$ cat src/rtl/bus_demux_pkg.sv
// Shared definitions for the bus demultiplexer router.
//
// Contents:
//   slot_st_t  - occupancy state of a one-entry output holding register
//   STAT_W     - width of each statistics counter
//   sel_width  - width of a select field able to address n outputs
package bus_demux_pkg;

  typedef enum logic {
    SLOT_EMPTY = 1'b0,
    SLOT_FULL  = 1'b1
  } slot_st_t;

  localparam int STAT_W = 16;

  // Never narrower than one bit so a select port always exists.
  function automatic int sel_width(input int n);
    return (n <= 2) ? 1 : $clog2(n);
  endfunction

endpackage

$ cat src/rtl/bus_demux_slot.sv
// One-entry register slice used as the holding register of a router output.
//
// Ports:
//   clk         - rising-edge clock
//   reset_n     - asynchronous active-low reset, empties the slot
//   load        - write load_data into the slot this cycle (only when can_load)
//   load_data   - word to capture
//   drain_ready - downstream consumer accepts the held word
//   valid       - slot is FULL
//   data        - held word; keeps its last value while EMPTY
//   can_load    - slot can accept a word this cycle (empty, or draining now)
module bus_demux_slot
  import bus_demux_pkg::*;
#(
  parameter int WIDTH = 64
) (
  input  logic             clk,
  input  logic             reset_n,
  input  logic             load,
  input  logic [WIDTH-1:0] load_data,
  input  logic             drain_ready,
  output logic             valid,
  output logic [WIDTH-1:0] data,
  output logic             can_load
);

  slot_st_t         state_q, state_d;
  logic [WIDTH-1:0] data_q, data_d;

  assign valid    = (state_q == SLOT_FULL);
  assign data     = data_q;
  // A full slot that is being drained this cycle can be refilled in the same
  // cycle, which is what gives one word per cycle per port.
  assign can_load = (state_q == SLOT_EMPTY) || drain_ready;

  always_comb begin
    state_d = state_q;
    data_d  = data_q;
    if (load) begin
      state_d = SLOT_FULL;
      data_d  = load_data;
    end else if ((state_q == SLOT_FULL) && drain_ready) begin
      state_d = SLOT_EMPTY;
    end
  end

  always_ff @(posedge clk or negedge reset_n) begin
    if (!reset_n) begin
      state_q <= SLOT_EMPTY;
      data_q  <= '0;
    end else begin
      state_q <= state_d;
      data_q  <= data_d;
    end
  end

endmodule

$ cat src/rtl/bus_demux_router.sv
// Registered 1-to-NUM_OUT bus demultiplexer with valid/ready handshake.
// Each output owns a one-entry holding register, so a stalled consumer only
// blocks words addressed to its own port. Words whose select is out of range
// are accepted, discarded and reported with a one-cycle drop_pulse.
//
// Ports:
//   clk, reset_n      - clock and asynchronous active-low reset
//   in_data/in_sel    - input word and destination port index
//   in_valid/in_ready - input handshake (in_ready never depends on in_valid)
//   out_data          - packed outputs, port k at [k*WIDTH +: WIDTH]
//   out_valid/out_ready - per-port output handshake
//   drop_pulse        - one cycle after an out-of-range word was discarded
//   stat_count        - (BUS_DEMUX_ROUTER_STATS_EN) 16-bit saturating
//                       transfer counter per port, packed like out_data
//   stat_drops        - (BUS_DEMUX_ROUTER_STATS_EN) saturating drop count
//
// Build option: define BUS_DEMUX_ROUTER_STATS_EN to add the statistics ports.
module bus_demux_router
  import bus_demux_pkg::*;
#(
  parameter int WIDTH   = 64,
  parameter int NUM_OUT = 2,
  localparam int SEL_W  = sel_width(NUM_OUT)
) (
  input  logic                     clk,
  input  logic                     reset_n,
  input  logic [WIDTH-1:0]         in_data,
  input  logic [SEL_W-1:0]         in_sel,
  input  logic                     in_valid,
  output logic                     in_ready,
  output logic [NUM_OUT*WIDTH-1:0] out_data,
  output logic [NUM_OUT-1:0]       out_valid,
  input  logic [NUM_OUT-1:0]       out_ready,
  output logic                     drop_pulse
`ifdef BUS_DEMUX_ROUTER_STATS_EN
  ,
  output logic [NUM_OUT*STAT_W-1:0] stat_count,
  output logic [STAT_W-1:0]         stat_drops
`endif
);

  logic [NUM_OUT-1:0] load;
  logic [NUM_OUT-1:0] can_load;
  logic               in_range;
  logic               drop_d, drop_q;

  // Select decode: an unmatched select leaves in_ready at 1 so the word is
  // swallowed and turned into a drop instead of stalling the producer.
  always_comb begin
    in_range = 1'b0;
    in_ready = 1'b1;
    load     = '0;
    for (int k = 0; k < NUM_OUT; k++) begin
      if (in_sel == SEL_W'(k)) begin
        in_range = 1'b1;
        in_ready = can_load[k];
        load[k]  = in_valid && can_load[k];
      end
    end
    drop_d = in_valid && !in_range;
  end

  always_ff @(posedge clk or negedge reset_n) begin
    if (!reset_n) begin
      drop_q <= 1'b0;
    end else begin
      drop_q <= drop_d;
    end
  end

  assign drop_pulse = drop_q;

  for (genvar g = 0; g < NUM_OUT; g++) begin : g_slot
    bus_demux_slot #(
      .WIDTH(WIDTH)
    ) u_slot (
      .clk        (clk),
      .reset_n    (reset_n),
      .load       (load[g]),
      .load_data  (in_data),
      .drain_ready(out_ready[g]),
      .valid      (out_valid[g]),
      .data       (out_data[g*WIDTH +: WIDTH]),
      .can_load   (can_load[g])
    );
  end

`ifdef BUS_DEMUX_ROUTER_STATS_EN
  logic [NUM_OUT*STAT_W-1:0] stat_count_q, stat_count_d;
  logic [STAT_W-1:0]         stat_drops_q, stat_drops_d;

  // Counters stick at all-ones rather than wrapping.
  always_comb begin
    stat_count_d = stat_count_q;
    for (int k = 0; k < NUM_OUT; k++) begin
      if (out_valid[k] && out_ready[k] &&
          (stat_count_q[k*STAT_W +: STAT_W] != {STAT_W{1'b1}})) begin
        stat_count_d[k*STAT_W +: STAT_W] = stat_count_q[k*STAT_W +: STAT_W] + STAT_W'(1);
      end
    end
    stat_drops_d = stat_drops_q;
    if (drop_d && (stat_drops_q != {STAT_W{1'b1}})) begin
      stat_drops_d = stat_drops_q + STAT_W'(1);
    end
  end

  always_ff @(posedge clk or negedge reset_n) begin
    if (!reset_n) begin
      stat_count_q <= '0;
      stat_drops_q <= '0;
    end else begin
      stat_count_q <= stat_count_d;
      stat_drops_q <= stat_drops_d;
    end
  end

  assign stat_count = stat_count_q;
  assign stat_drops = stat_drops_q;
`endif

endmodule

$ cat config.mk
export PLATFORM = sky130hd
export DESIGN_NAME = bus_demux_router
export DESIGN_NICKNAME = d
export VERILOG_FILES = /design/src/rtl/bus_demux_pkg.sv /design/src/rtl/bus_demux_slot.sv /design/src/rtl/bus_demux_router.sv
export SDC_FILE = /design/constraint.sdc
export NUM_CORES = 1
export LEC_CHECK = 0
export BUFFER_PORTS_ARGS = -buffer_cell sky130_fd_sc_hd__buf_2
export CORE_MARGIN = 5
export CORE_UTILIZATION = 31
export DETAILED_ROUTE_END_ITERATION = 10
export GPL_TIMING_DRIVEN = 0
export PLACE_DENSITY = 0.6
export SYNTH_ARGS = -nofsm -noshare
export SYNTH_HDL_FRONTEND = slang
export SYNTH_SLANG_ARGS = --single-unit
$ cat constraint.sdc
create_clock -name clk -period 1.7 [get_ports clk]
set_input_delay 0 -clock clk [delete_from_list [all_inputs] [get_ports clk]]
set_output_delay 0 -clock clk [all_outputs]
set_load 0.01 [all_outputs]
==> run summary, run 1 <==
outcome = completed
Post-Synthesis Cells = 285
post-synthesis mux area share = 34.7%
register area = 3250 sq um
Yosys warning total = 0
fmax = 647 MHz
commonest cells after routing, fill and taps aside = buf_2 (199), dfrtp_1 (130), mux2_4 (120), dlygate4sd3_1 (68), clkbuf_16 (17)
ratio of cells with drive above 1 in the final layout = 64.3%
die area = 20,300 sq um
TritonRoute pass-1 iters = 4
CTS buffer count = 17
skew final = 0.00554 ns
clock transition at the registers of the reported paths = 0.05 ns
cell area after layout = 8020 sq um
Synth Area in Adders = 0%
sequential element share of the synthesized area = 59.7%
H-Tree Depth = 4
post_cts resized = 0
clock sinks = 130
Power Total = 9.80 mW
Netlist cell types = 17
number of hold violations in the final report = 0
largest net degree at the start of global routing = 68
Slowest-stage cell, CP = dfrtp_1
nets = 643
post-CTS setup buffer count = 0
Worst Max-Slew Pin Slew = 0.636 ns
worst-skew pair later-pin latency = 0.40 ns
DR WL/cell = 16.6 um
IO Count = 202
starting density of the core = 31.6%
syn nets = 355
Hold Buf Count CTS = 68
ant diodes = 0
Max Cap Violations = 0
Detail Route Antenna Nets = 0
Fillers = 1,502
crit-path max cell delay = 0.39 ns
part of the cycle the worst path needs = 90.9%
Crit path arrival time = 1.83 ns
Routed WL = 13,500 um
Mapped Area = 5450 sq um
clk root buf = clkbuf_16
CP Buf/Inv Count = 1
Fin Setup TNS = 0 ns
die height = 143 um
Longest Clk Path Bufs = 2
Hold Crit Class = input port to flop
Final Max Tran Viols = 0
global-route wire length before repair = 21,400 um
commonest non-fill, non-tap cell in the layout = buf_2
CP cell instances = and2b_4 > nor2_8 > buf_12 > mux2_4
Pwr Density = 1220 nW/um^2
vias per cell = 4.25
# placed instances = 711
final setup fails = 0
critical-path maximum fanout = 10
number of global-route vias before repair = 3,956
post-placement setup slack = 0.139 ns
CTS tree = done
Simple-Gate Fraction of Synth Area = 1.13%
Placement Cell Area = 6760 sq um
Post-Synth XOR/XNOR Area = 0%
Total GRT Usage = 13.5%
routability cong. = 0.783
DRC Markers = 0
final setup margin = 0.154 ns
Startpoint Class = flop
worst vdd ir = 0.656 mV
compound-cell area share of the yosys netlist = 0.184%
DP Wirelength = 9130 um
Critical Path RT = 1.98 ns
crit-path leading delay family = simple AND/OR/NAND/NOR gates
Die Span X = 143 um
Slew Limit Headroom = 57.6%
combinational family with the most area after synthesis = multiplexers
DRT iter0 DRCs = 87
#FFs+latches synth = 130
CP Capture Type = flop
core footprint = 17,200 sq um
kind of critical path = flop to flop
total gr overflow = 0
RSZ-0062 raised after global routing = false
row cnt = 48
Multi-input gate area = 1970 sq um
initial antenna violation count = 0
Post-Layout Cell Count = 811
average size of a mapped cell = 19.1 sq um
Pleak = 4.07 nW
area grow syn2layout = 47.2%
Tmin final = 1.55 ns
PortBufs = 200
vias = 3,443
where the power goes:
group	internal (mW)	total, mW	switching [mW]
Combinational	1.35	2.29	0.946
Sequential	3.66	3.98	0.317
Clock	2.23	3.53	1.31
registers in the layout, indices dropped and copies added (netlist names):
signal,flops
g_slot.u_slot.data,128
g_slot.u_slot.valid,2
cell usage after synthesis:
cell type | n | area, sq um
nand2_2 | 1 | 6.26
mux2_2 | 8 | 90.1
nand3b_1 | 1 | 7.51
buf_6 | 7 | 78.8
mux2_4 | 120 | 1800
dfrtp_1 | 130 | 3250
inv_1 | 1 | 3.75
nand2b_1 | 1 | 6.26
buf_4 | 3 | 22.5
nor2_1 | 1 | 3.75
nor2_8 | 1 | 20.0
and2b_4 | 1 | 10.0
a21oi_1 | 1 | 5.00
or2b_1 | 1 | 7.51
buf_12 | 6 | 120
o21ai_0 | 1 | 5.00
conb_1 | 1 | 3.75
worst register-to-register path, delay by kind of cell, from the launching register on:
kind	cells	cell delay (ns)
multiplexers	1	0.31
flip-flops	1	0.39
buffers and inverters	1	0.21
AND/OR/NAND/NOR	2	0.52
path summary, 6_finish.rpt:
| path | from | end | slack, ns | cells after the start |
|---|---|---|---|---|
| max in group asynchronous | reset_n | g_slot[0].u_slot.data[6]$_DFFE_PN0P_ | 0.80 | 3 |
| worst min-delay path | out_ready[1] | g_slot[1].u_slot.valid$_DFFE_PN0P_ | 0.11 | 3 |
| worst min register to register | g_slot[0].u_slot.data[21]$_DFFE_PN0P_ | g_slot[0].u_slot.data[21]$_DFFE_PN0P_ | 0.50 | 1 |
| min in group asynchronous | reset_n | g_slot[0].u_slot.data[31]$_DFFE_PN0P_ | 0.16 | 2 |
| worst max-delay path | g_slot[1].u_slot.valid$_DFFE_PN0P_ | g_slot[1].u_slot.data[17]$_DFFE_PN0P_ | 0.15 | 4 |
| worst max register to register | g_slot[1].u_slot.valid$_DFFE_PN0P_ | g_slot[1].u_slot.data[17]$_DFFE_PN0P_ | 0.15 | 4 |
kinds of logic (layout without fill, tap and decap cells):
family / after synthesis / in the layout
AOI/OAI and AO/OA: 2 / 2
buffers and inverters: 17 / 318
DFF: 130 / 130
other: 1 / 1
and+or+nand+nor: 7 / 7
muxes: 128 / 128
routing by layer:
layer  share of wire [%]  track usage (%)  vias up
li1                    -                -     1571
met2                  48             21.7      140
met1                  44             17.1     1715
met4                 1.4             4.40        0
met3                 7.0             4.60       17
met5                   0                0        -
through the flow:
| step | utilization, % | hold WS, ns |
|---|---|---|
| after floorplan | - | -0.296 |
| after global placement | 39.0 | 0.245 |
| after detailed placement | 39.2 | 0.0392 |
| after CTS | 46.5 | 0.0882 |
| after global routing | 46.5 | 0.112 |
| final | 46.5 | 0.111 |
layout make-up:
cell class | instances | area share (%)
Sequential cell | 130 | 40.6
Multi-Input combinational cell | 138 | 24.5
Timing Repair Buffer | 269 | 21.4
Clock buffer | 22 | 5.79
Tap cell | 225 | 3.51
Buffer | 16 | 2.76
Clock inverter | 10 | 1.36
Inverter | 1 | 0.0468
(Power assumes the default switching activity.)
==> run 2, diff against run 1 <==
--- a/config.mk
+++ b/config.mk
@@ -9,7 +9,6 @@
 export CORE_MARGIN = 5
 export CORE_UTILIZATION = 31
 export DETAILED_ROUTE_END_ITERATION = 10
-export GPL_TIMING_DRIVEN = 0
 export PLACE_DENSITY = 0.6
 export SYNTH_ARGS = -nofsm -noshare
 export SYNTH_HDL_FRONTEND = slang
==> run summary, run 2 (synthesis results as in run 1) <==
outcome = completed
Max Cap Violations = 0
Hold Crit Class = input port to flop
Critical Path RT = 1.98 ns
vias = 3,365
ratio of cells with drive above 1 in the final layout = 63.7%
Fillers = 1,518
DRC Markers = 0
H-Tree Depth = 4
number of hold violations in the final report = 0
nets = 633
IO Count = 202
worst vdd ir = 0.631 mV
M3 GR Usage = 4.50%
initial antenna violation count = 0
Startpoint Class = flop
DRT iter0 DRCs = 95
worst-skew pair later-pin latency = 0.40 ns
post-placement setup slack = 0.216 ns
CTS tree = done
starting density of the core = 31.6%
hold_ws = 0.121 ns
part of the cycle the worst path needs = 87.5%
Tmin final = 1.49 ns
largest net degree at the start of global routing = 69
Hold Buf Count CTS = 69
Crit path arrival time = 1.77 ns
crit-path max cell delay = 0.38 ns
core footprint = 17,200 sq um
post_cts resized = 0
clock sinks = 130
Final Max Tran Viols = 0
RSZ-0062 raised after global routing = false
CP Capture Type = flop
DR WL/cell = 15.5 um
Power Total = 9.57 mW
commonest cells after routing, fill and taps aside = buf_2 (199), dfrtp_1 (130), mux2_4 (120), dlygate4sd3_1 (69), clkbuf_16 (17)
met2 usage = 19.2%
Pleak = 3.99 nW
PortBufs = 200
Detail Route Antenna Nets = 0
die area = 20,300 sq um
commonest non-fill, non-tap cell in the layout = buf_2
final setup margin = 0.213 ns
Slowest-stage cell, CP = dfrtp_1
CP cell instances = and2b_4 > nor2_8 > buf_12 > mux2_4
clk root buf = clkbuf_16
number of global-route vias before repair = 3,715
Total GRT Usage = 12.4%
vias per cell = 4.21
total gr overflow = 0
ant diodes = 0
skew final = 0.00586 ns
CTS buffer count = 17
kind of critical path = flop to flop
Final Util = 45.6%
row cnt = 48
routability cong. = 0.777
cell area after layout = 7870 sq um
fmax = 673 MHz
Die Span X = 143 um
most used routing layer = met2
post-CTS setup buffer count = 0
max reg flops = 128
global-route wire length before repair = 20,100 um
TritonRoute pass-1 iters = 4
die height = 143 um
Placement Cell Area = 6630 sq um
critical-path maximum fanout = 36
Longest Clk Path Bufs = 2
Post-Layout Cell Count = 800
clock transition at the registers of the reported paths = 0.05 ns
final setup fails = 0
# placed instances = 700
routing usage on met1 = 16.4%
Fin Setup TNS = 0 ns
Routed WL = 12,400 um
Pwr Density = 1220 nW/um^2
DP Wirelength = 8370 um
area grow syn2layout = 44.5%
-- run 2: cell types whose count changed in the layout (fill, tap and decap cells not counted), sizes merged --
cell	before	now
buf	217	206
bufinv	2	1
clkbuf	22	21
clkinvlp	2	3
dlygate4sd3	68	69
-- run 2: cell type report --
| class | instances | area [sq um] | share of cell area [%] |
|---|---|---|---|
| timing repair buffer | 275 | 1810 | 23.1 |
| multi-input combinational | 138 | 1970 | 25.0 |
| inverter | 1 | 3.75 | 0.0477 |
| tap | 225 | 282 | 3.58 |
| clock inverter | 10 | 86.3 | 1.10 |
| clock buffer | 21 | 460 | 5.85 |
| sequential | 130 | 3250 | 41.4 |
-- run 2: critical path: cells and delay by family, from the launching register on --
family,cells,cell delay (ns)
buf+inv,1,0.26
flops,1,0.38
mux,1,0.33
simple gates,2,0.33
-- run 2: where the power goes --
group	total, mW	leakage (nW)	internal (mW)	switching (mW)
clock	3.37	0.264	2.07	1.30
sequential	3.98	1.53	3.66	0.323
combinational	2.22	2.19	1.32	0.902
-- run 2: final timing paths --
kind,startpoint,end,slack [ns],depth (start not counted)
setup / recovery,g_slot[1].u_slot.valid$_DFFE_PN0P_,g_slot[1].u_slot.data[59]$_DFFE_PN0P_,0.21,4
hold / removal,out_ready[1],g_slot[1].u_slot.valid$_DFFE_PN0P_,0.12,3
setup reg to reg,g_slot[1].u_slot.valid$_DFFE_PN0P_,g_slot[1].u_slot.data[59]$_DFFE_PN0P_,0.21,4
hold reg to reg,g_slot[0].u_slot.data[29]$_DFFE_PN0P_,g_slot[0].u_slot.data[29]$_DFFE_PN0P_,0.50,1
max in group asynchronous,reset_n,g_slot[1].u_slot.data[6]$_DFFE_PN0P_,1.20,3
min in group asynchronous,reset_n,g_slot[0].u_slot.data[31]$_DFFE_PN0P_,0.16,3
-- run 2: layer usage --
metal | vias to the layer above | wire (um)
met3 | 9 | 1000
met1 | 1678 | 5510
met4 | 0 | 117
met2 | 126 | 5760
li1 | 1552 | -
met5 | - | 0
==> run 3, diff against run 2 <==
--- a/config.mk
+++ b/config.mk
@@ -5,6 +5,7 @@
 export SDC_FILE = /design/constraint.sdc
 export NUM_CORES = 1
 export LEC_CHECK = 0
+export ABC_AREA = 1
 export BUFFER_PORTS_ARGS = -buffer_cell sky130_fd_sc_hd__buf_2
 export CORE_MARGIN = 5
 export CORE_UTILIZATION = 31
==> run summary, run 3 <==
TritonRoute pass-1 iters = 4
skew final = 0.00640 ns
Sw Ratio = 29.5%
part of the cycle the worst path needs = 91.9%
Yosys warning total = 0
Final Max Tran Viols = 0
global-route wire length before repair = 28,500 um
FFs w/ async S/R, synth = 100%
cell area after layout = 7790 sq um
R2R Path End = g_slot[0].u_slot.data[8]$_DFFE_PN0P_
number of hold violations in the final report = 0
largest net degree at the start of global routing = 72
share of the synthesized area in the top cell type = 60.5%
worst reg2reg setup slack = 0.52 ns
post-CTS setup buffer count = 0
CTS buffer count = 17
critical-path maximum fanout = 33
worst vdd ir = 0.661 mV
Top Metal Used = met4
sequential element share of the synthesized area = 60.5%
core footprint = 17,200 sq um
Clock power frac = 39.2%
Reg2Reg Depth = 4
RSZ-0062 raised after global routing = false
IO Count = 202
H-Tree Depth = 4
fmax = 640 MHz
Mapped Area = 5370 sq um
combinational share of power = 19.6%
Pwr Density = 1200 nW/um^2
number of global-route vias before repair = 5,161
hold_ws = 0.0250 ns
Detail Route met2 WL = 7990 um
clock transition at the registers of the reported paths = 0.06 ns
most frequent cell after synthesis = nand2_1
Psw = 2.77 mW
Pleak = 4.24 nW
starting density of the core = 31.3%
PortBufs = 200
Fillers = 1,668
metal3 WL = 1210 um
CTS tree = done
DP Wirelength = 11,300 um
Die Span X = 142 um
CP Capture Type = output pin
area leader, netlist = dfrtp_1
routability cong. = 0.743
die height = 142 um
max reg flops = 128
ratio of cells with drive above 1 in the final layout = 30.2%
register area = 3250 sq um
worst-skew pair later-pin latency = 0.41 ns
kind of critical path = flop to output pin
Post-Synthesis Cells = 586
initial antenna violation count = 0
ant diodes = 0
#FFs+latches synth = 130
Detail Route Antenna Nets = 0
clock sinks = 130
Power Total = 9.39 mW
die area = 20,100 sq um
syn nets = 656
Fin Setup TNS = 0 ns
Post-synth top flop = dfrtp_1
final setup fails = 0
Met1 Routed Length = 8130 um
average size of a mapped cell = 9.17 sq um
DR WL/cell = 16.5 um
Startpoint Class = flop
Longest Clk Path Bufs = 2
vias per cell = 4.78
commonest cells after routing, fill and taps aside = nand2_1 (261), buf_2 (198), dfrtp_1 (130), nand4_1 (128), dlygate4sd3_1 (65)
Crit path arrival time = 1.56 ns
ranking of synthesized cells by area = dfrtp_1 (61%), nand2_1 (18%), nand4_1 (15%)
total gr overflow = 0
outcome = completed
internal cell power = 6.62 mW
R2R Path Start = g_slot[0].u_slot.valid$_DFFE_PN0P_
commonest non-fill, non-tap cell in the layout = nand2_1
Max Cap Violations = 0
Critical Path RT = 1.70 ns
clk root buf = clkbuf_16
Netlist cell types = 10
Tmin final = 1.56 ns
most frequent cells after synthesis = nand2_1 (263), dfrtp_1 (130), nand4_1 (128)
Multi-input gate area = 1820 sq um
vias = 5,101
DRC Markers = 0
Post-synth EDFFs = 0
Reg power frac = 41.1%
Total GRT Usage = 17.7%
Placement Cell Area = 6540 sq um
Routed WL = 17,600 um
Hold Crit Class = input port to async pin
DRT iter0 DRCs = 214
nets = 899
area grow syn2layout = 45.0%
row cnt = 48
[run 3: cell count changes in the layout (fill, tap and decap cells not counted), sizes merged, moves of 2 or more]
cell | previous run | this run
nor2 | 2 | 0
nand2 | 1 | 263
nand4 | 0 | 128
nand3 | 0 | 2
buf | 206 | 218
clkinv | 6 | 2
dlygate4sd3 | 69 | 65
inv | 1 | 6
mux2 | 128 | 0
[run 3: power by group through the flow]
stage               clock network, mW  logic, mW  registers [mW]
detailed placement                  0       1.75            3.90
global route                     3.91       2.06            3.92
global placement                    0       1.73            3.90
CTS                              3.78       1.87            3.86
finish                           3.68       1.84            3.86
floorplan                           0      0.622            4.12
[run 3: how the worst max path moves through the flow]
stage | from | endpoint | slack, ns | depth (start not counted)
after floorplan | g_slot[0].u_slot.valid$_DFFE_PN0P_ | g_slot[0].u_slot.data[14]$_DFFE_PN0P_ | 0.63 | 6
after global placement | g_slot[1].u_slot.valid$_DFFE_PN0P_ | in_ready | 0.51 | 5
after detailed placement | g_slot[1].u_slot.valid$_DFFE_PN0P_ | g_slot[1].u_slot.data[56]$_DFFE_PN0P_ | 0.48 | 4
after CTS | g_slot[1].u_slot.valid$_DFFE_PN0P_ | in_ready | 0.03 | 5
after global routing | g_slot[0].u_slot.valid$_DFFE_PN0P_ | in_ready | 0.05 | 5
final | g_slot[0].u_slot.valid$_DFFE_PN0P_ | in_ready | 0.14 | 5
[run 3: area by class of cell]
cell class / instances / area share (%)
clock buffers: 21 / 6.04
well taps: 225 / 3.61
flip-flops and latches: 130 / 41.8
multi-input cells: 394 / 23.4
inverters: 3 / 0.145
clock inverters: 11 / 1.62
repair buffers: 283 / 23.4
[run 3: through the flow]
stage	instances	util [%]	setup slack, ns
floorplan	586	-	0.633
global placement	970	38.1	0.508
detailed placement	970	38.1	0.483
CTS	1067	45.3	0.0291
global route	1067	45.4	0.0498
finish	1067	45.4	0.138
[run 3: timing repair]
item / 4_1_cts / 5_1_grt
gates resized for setup: 0 / 1
endpoints found under the setup margin: 0 / 1
endpoints found under the hold margin: 258 / 0
hold buffers: 65 / 0
[run 3: logic make-up (layout without fill, tap and decap cells)]
family        count (synthesis)  count (layout)  share of synthesized area (%)
flops                       130             130                           60.5
buf+inv                      62             318                           5.94
simple gates                393             393                           33.5
other cells                   1               1                         0.0698
[run 3: critical path, stage by stage (launching register included)]
cell and delay, ns:
dfrtp_1 0.39, nand2_2 0.10, buf_4 0.36, nand2_1 0.09
nand2_1 0.08, buf_2 0.14
[run 3: metal layers]
| metal | global-route usage [%] | up-vias |
|---|---|---|
| li1 | - | 2467 |
| met1 | 24.7 | 2443 |
| met2 | 27.2 | 176 |
| met3 | 4.58 | 15 |
| met4 | 5.51 | 0 |
| met5 | 0 | - |
